$ cat src/rtl/wb_sram_pkg.sv
// Shared types and constants for the Wishbone SRAM slave.
package wb_sram_pkg;

  localparam int unsigned LANES = 4;
  localparam int unsigned CNTW  = 4;

  typedef enum logic [1:0] {
    StIdle = 2'd0,
    StWait = 2'd1,
    StDone = 2'd2
  } wb_state_e;

endpackage

$ cat src/rtl/wb_sram_bank.sv
// DEPTH x 32 word store: one byte-enabled write port, one registered read port.
module wb_sram_bank
  import wb_sram_pkg::*;
#(
  parameter int unsigned DEPTH = 32,
  parameter int unsigned IDXW  = $clog2(DEPTH)
) (
  input  logic                 clk_i,
  input  logic                 rst_i,
  input  logic                 we_i,
  input  logic                 re_i,
  input  logic                 clr_i,
  input  logic [IDXW-1:0]      idx_i,
  input  logic [LANES-1:0]     be_i,
  input  logic [LANES*8-1:0]   wdata_i,
  output logic [LANES*8-1:0]   rdata_o
);

  logic [LANES*8-1:0] mem_q [DEPTH];
  logic [LANES*8-1:0] rdata_q;

  // Storage is deliberately not reset.
  always_ff @(posedge clk_i) begin
    if (we_i) begin
      for (int l = 0; l < int'(LANES); l++) begin
        if (be_i[l]) mem_q[idx_i][8*l +: 8] <= wdata_i[8*l +: 8];
      end
    end
  end

  always_ff @(posedge clk_i) begin
    if (rst_i || clr_i) begin
      rdata_q <= '0;
    end else if (re_i) begin
      rdata_q <= mem_q[idx_i];
    end
  end

  assign rdata_o = rdata_q;

endmodule

$ cat src/rtl/wb_sram_slave.sv
// Wishbone classic SRAM slave with programmable wait states.
// Define WB_SRAM_ERR_EN to terminate out-of-range accesses with wb_err_o.
module wb_sram_slave
  import wb_sram_pkg::*;
#(
  parameter int unsigned AWIDTH      = 8,
  parameter int unsigned DWIDTH      = 32,
  parameter int unsigned DEPTH       = 32,
  parameter int unsigned WAIT_STATES = 1
) (
  input  logic              wb_clk_i,
  input  logic              wb_rst_i,
  input  logic              wb_cyc_i,
  input  logic              wb_stb_i,
  input  logic              wb_we_i,
  input  logic [AWIDTH-1:0] wb_adr_i,
  input  logic [LANES-1:0]  wb_sel_i,
  input  logic [DWIDTH-1:0] wb_dat_i,
  output logic [DWIDTH-1:0] wb_dat_o,
  output logic              wb_ack_o,
  output logic              wb_err_o,
  output logic              wb_rty_o
);

  localparam int unsigned IDXW = $clog2(DEPTH);

  wb_state_e         state_q;
  logic [CNTW-1:0]   cnt_q;
  logic [IDXW-1:0]   idx_q;
  logic              we_q;
  logic [LANES-1:0]  sel_q;
  logic [DWIDTH-1:0] dat_q;
  logic              oob_q;
  logic              ack_q;
  logic              err_q;

  logic              req, in_idle, oob_in, go_done;
  logic              eff_we, eff_oob;
  logic [IDXW-1:0]   eff_idx;
  logic [LANES-1:0]  eff_sel;
  logic [DWIDTH-1:0] eff_dat;
  logic              unused_adr;

  assign req     = wb_cyc_i & wb_stb_i;
  assign in_idle = (state_q == StIdle);

`ifdef WB_SRAM_ERR_EN
  localparam logic [AWIDTH:0] RangeEnd = (AWIDTH+1)'(DEPTH * 4);
  assign oob_in = ({1'b0, wb_adr_i} >= RangeEnd);
`else
  assign oob_in = 1'b0;
`endif

  // Zero-wait transfers complete on the sampling edge, so bypass the latches in IDLE.
  assign eff_idx = in_idle ? wb_adr_i[IDXW+1:2] : idx_q;
  assign eff_we  = in_idle ? wb_we_i  : we_q;
  assign eff_sel = in_idle ? wb_sel_i : sel_q;
  assign eff_dat = in_idle ? wb_dat_i : dat_q;
  assign eff_oob = in_idle ? oob_in   : oob_q;

  assign go_done = ~wb_rst_i & req &
                   ((in_idle && WAIT_STATES == 0) || (state_q == StWait && cnt_q == '0));

  assign unused_adr = ^wb_adr_i;

  always_ff @(posedge wb_clk_i) begin
    if (wb_rst_i) begin
      state_q <= StIdle;
      cnt_q   <= '0;
      idx_q   <= '0;
      we_q    <= 1'b0;
      sel_q   <= '0;
      dat_q   <= '0;
      oob_q   <= 1'b0;
      ack_q   <= 1'b0;
      err_q   <= 1'b0;
    end else begin
      ack_q <= go_done & ~eff_oob;
      err_q <= go_done & eff_oob;
      unique case (state_q)
        StIdle: begin
          if (req) begin
            idx_q <= wb_adr_i[IDXW+1:2];
            we_q  <= wb_we_i;
            sel_q <= wb_sel_i;
            dat_q <= wb_dat_i;
            oob_q <= oob_in;
            if (WAIT_STATES == 0) begin
              state_q <= StDone;
            end else begin
              state_q <= StWait;
              cnt_q   <= CNTW'(WAIT_STATES - 1);
            end
          end
        end
        StWait: begin
          if (!req) begin
            state_q <= StIdle;
          end else if (cnt_q == '0) begin
            state_q <= StDone;
          end else begin
            cnt_q <= cnt_q - CNTW'(1);
          end
        end
        StDone:  state_q <= StIdle;
        default: state_q <= StIdle;
      endcase
    end
  end

  wb_sram_bank #(
    .DEPTH (DEPTH),
    .IDXW  (IDXW)
  ) u_bank (
    .clk_i   (wb_clk_i),
    .rst_i   (wb_rst_i),
    .we_i    (go_done & eff_we & ~eff_oob),
    .re_i    (go_done & ~eff_we & ~eff_oob),
    .clr_i   (go_done & eff_oob),
    .idx_i   (eff_idx),
    .be_i    (eff_sel),
    .wdata_i (eff_dat),
    .rdata_o (wb_dat_o)
  );

  assign wb_ack_o = ack_q;
  assign wb_err_o = err_q;
  assign wb_rty_o = 1'b0;

endmodule
$ cat config.mk
export PLATFORM = sky130hd
export DESIGN_NAME = wb_sram_slave
export DESIGN_NICKNAME = d
export VERILOG_FILES = /design/src/rtl/wb_sram_pkg.sv /design/src/rtl/wb_sram_bank.sv /design/src/rtl/wb_sram_slave.sv
export SDC_FILE = /design/constraint.sdc
export NUM_CORES = 1
export LEC_CHECK = 0
export CAP_MARGIN = 20
export CORE_MARGIN = 2
export CORE_UTILIZATION = 55
export DETAILED_ROUTE_END_ITERATION = 10
export HOLD_SLACK_MARGIN = 0.06
export PLACE_DENSITY = 0.72
export SLEW_MARGIN = 30
export SYNTH_ARGS = -nofsm -noshare
export SYNTH_HDL_FRONTEND = slang
export SYNTH_SLANG_ARGS = --single-unit
$ cat constraint.sdc
create_clock -name wb_clk_i -period 3.42 [get_ports wb_clk_i]
set_input_delay 0.684 -clock wb_clk_i [delete_from_list [all_inputs] [get_ports wb_clk_i]]
set_output_delay 0.684 -clock wb_clk_i [all_outputs]
set_load 0.005 [all_outputs]
==> flow_metrics.py <==
metrics = {
    "run_status": {
        "status": "complete, no violations",
    },
    "layout": {
        "nets": 2885,
        "n_antenna_cell": 0,
        "utilization": 0.657,
        "area_growth_pct": 18.4,
        "layout-drive-gt1-share": 0.182,
        "fin_cells": 3890,
    },
    "floorplanning": {
        "dieArea_sq_um": 77000,
        "io_pins": 84,
        "dieHeight_microns": 277,
        "die_x_microns": 277,
        "rows": 100,
        "core_sq_um": 74200,
        "initial_utilization": 0.554,
    },
    "global_routing": {
        "grt_pass1_vias": 25100,
        "grt_usage": 0.260,
        "antenna_found_initial": 0,
        "grt_pass1_wl_microns": 152000,
        "grt_max_degree": 54,
        "overflow": 0,
    },
    "power": {
        "powerDensity_nw_per_um2": 584,
        "power.total_mw": 28.5,
        "ir_drop_uv": 391,
        "p_leak_nw": 16.0,
    },
    "sta": {
        "grt_setup_unrepaired": "no",
        "slew_viol_final": 0,
        "slew_headroom": 0.447,
        "fmax_mhz": 317,
        "fin_crit_ns": 3.15,
        "worst_pin_slew_ns": 0.830,
        "timing.final.crit_share": 0.922,
        "setup_viol_count_final": 0,
        "clock_skew_ns": 0.0264,
        "hold_viol": 0,
    },
    "drt": {
        "drtPass1Iterations": 6,
        "wl_met2_microns": 49100,
        "met1_length_microns": 40100,
        "drt_iter0_drc": 3046,
        "routedWlPerCell_microns": 26.0,
        "drc": 0,
        "num_vias": 25200,
        "route.final.wire_length_microns": 101000,
        "top_layer": "met4",
        "vias_per_cell": 6.47,
        "ant_nets": 0,
        "met3_length_microns": 9100,
    },
    "run": {
        "max_cap_viol_count": 0,
    },
    "hold_path": {
        "whs_path_depth": 2,
        "holdCritPathClass": "in -> reg",
    },
    "critical_path": {
        "rr_worst_depth": 8,
        "endpoint_kind": "flip-flop",
        "start_kind": "flip-flop",
        "worstPathArrival_ns": 3.50,
        "cp_max_fo": 19,
        "crit_required_ns": 3.77,
        "path_class": "reg -> reg",
    },
    "logic_synthesis": {
        "yosysMostFrequentCell": "edfxtp_1",
        "yosys.area_share.adder": 0.000304,
        "synth-async-reset-ratio": 0,
        "ys_top_cells_by_count": "edfxtp_1, a22oi_1, nor2_1",
        "yosys.area_share.simple": 0.0422,
        "netlist.top_cell.by_area": "edfxtp_1",
        "synth_cell_type_count": 40,
        "yosysSeqAreaShare": 0.787,
        "synth_edf_count": 1024,
        "synth_top_family_by_area": "compound AO/OA/AOI/OAI gates",
        "synth.cell_area_sq_um": 41100,
        "yosys_warnings": 0,
        "synth_compound_area_frac": 0.146,
        "syn-mean-instance-area_sq_um": 16.5,
        "ys_seq_elements": 1105,
        "synth_area_leaders": "edfxtp_1, a22oi_1, dfxtp_1",
        "synth_cells": 2489,
        "ys.flop_type": "edfxtp_1",
        "yosys.area.top_type_share": 0.748,
        "synthMuxAreaShare": 0.000974,
        "synth-xor-area-share": 0.000639,
    },
    "cts": {
        "tritoncts": "yes",
        "cts_resized": 0,
        "clock_latency_ns": 0.67,
        "cts_setup_buffers": 0,
        "clkTransAtPathRegs_ns": 0.06,
        "root_buffer": "clkbuf_16",
        "cts_max_level": 3,
        "clock_path_buffers": 3,
        "cts.sinks": 1105,
        "holdBufCountCts": 0,
        "cts_buffers": 103,
    },
    "place": {
        "dp_cells": 3699,
        "dp_hpwl_microns": 61000,
        "place_congestion": 0.839,
        "port-buffer-count": 78,
    },
}
## report_power, final
| group | switching, mW | internal, mW | total [mW] |
|---|---|---|---|
| Sequential | 0.0209 | 14.9 | 14.9 |
| Clock | 4.88 | 6.91 | 11.8 |
| Combinational | 1.15 | 0.633 | 1.79 |
| Total | 6.06 | 22.4 | 28.5 |
## per-stage QoR
step	setup TNS, ns	area (sq um)	setup slack, ns	hold WS [ns]
3_5_place_dp	-1.48	45200	-0.286	0.455
4_1_cts	0	48700	0.338	0.238
5_1_grt	0	48700	0.0661	0.253
2_1_floorplan	0	41100	0.678	0.442
3_3_place_gp	-0.489	45200	-0.219	0.446
6_report	0	48700	0.267	0.253
## path summary, 6_finish.rpt
kind | from | endpoint | slack (ns)
setup / recovery | state_q[1] | u_bank.mem_q[15][24] | 0.27
hold / removal | wb_rst_i | state_q[1] | 0.25
setup reg to reg | state_q[1] | u_bank.mem_q[15][24] | 0.27
hold reg to reg | dat_q[28] | dat_q[28] | 0.47
## state kept, by name, summed over array words and instances, names as in the netlist
register / count
cnt_q: 4
dat_q: 32
idx_q: 5
sel_q: 4
state_q: 2
u_bank.mem_q: 1024
u_bank.rdata_o: 32
wb_ack_o: 1
we_q: 1
## logic make-up (layout without fill, tap and decap cells)
family / Yosys count / count (layout)
muxes: 4 / 4
buffers and inverters: 187 / 618
xor gates and xnor gates: 3 / 3
and+or+nand+nor: 406 / 406
adders and majority gates: 1 / 1
other: 1 / 2
AOI/OAI and AO/OA: 782 / 782
DFF: 1105 / 1105
## layer usage
metal | vias up | GRT usage
li1 | 10900 | -
met1 | 12700 | 0.364
met4 | 0 | 0.0878
met3 | 183 | 0.0435
met2 | 1397 | 0.419
met5 | - | 0
## placed cells by master, fill, tap and decap left out, types with 30 or more instances in the layout
| cell type | count |
|---|---|
| a22oi_1 | 216 |
| o22ai_1 | 74 |
| clkdlybuf4s50_1 | 77 |
| nor2_1 | 177 |
| a21oi_1 | 116 |
| edfxtp_1 | 1024 |
| buf_4 | 315 |
| a32o_1 | 37 |
| buf_12 | 32 |
| a22o_1 | 148 |
| nand2_1 | 134 |
| a211oi_1 | 30 |
| a221oi_1 | 148 |
| nor4_1 | 34 |
| clkbuf_16 | 104 |
| dfxtp_1 | 81 |
## area by class of cell
class,instances,area (sq um)
Multi-Input combinational cell,1198,7840
Tap cell,969,1210
Fill cell,4807,25500
Timing Repair Buffer,425,3780
Clock inverter,62,754
Clock buffer,129,2750
Sequential cell,1105,32400
Inverter,2,7.51
## worst max-delay path: stages, from the launching register on
cell	delay (ns)
dfxtp_1	0.42
nor2_4	0.29
buf_4	0.30
mux2i_1	0.13
nand2b_1	0.27
nor2_1	0.56
nand2_1	0.42
nor2_1	0.23
buf_4	0.21
Note: power is estimated with default switching activity, not from simulation.
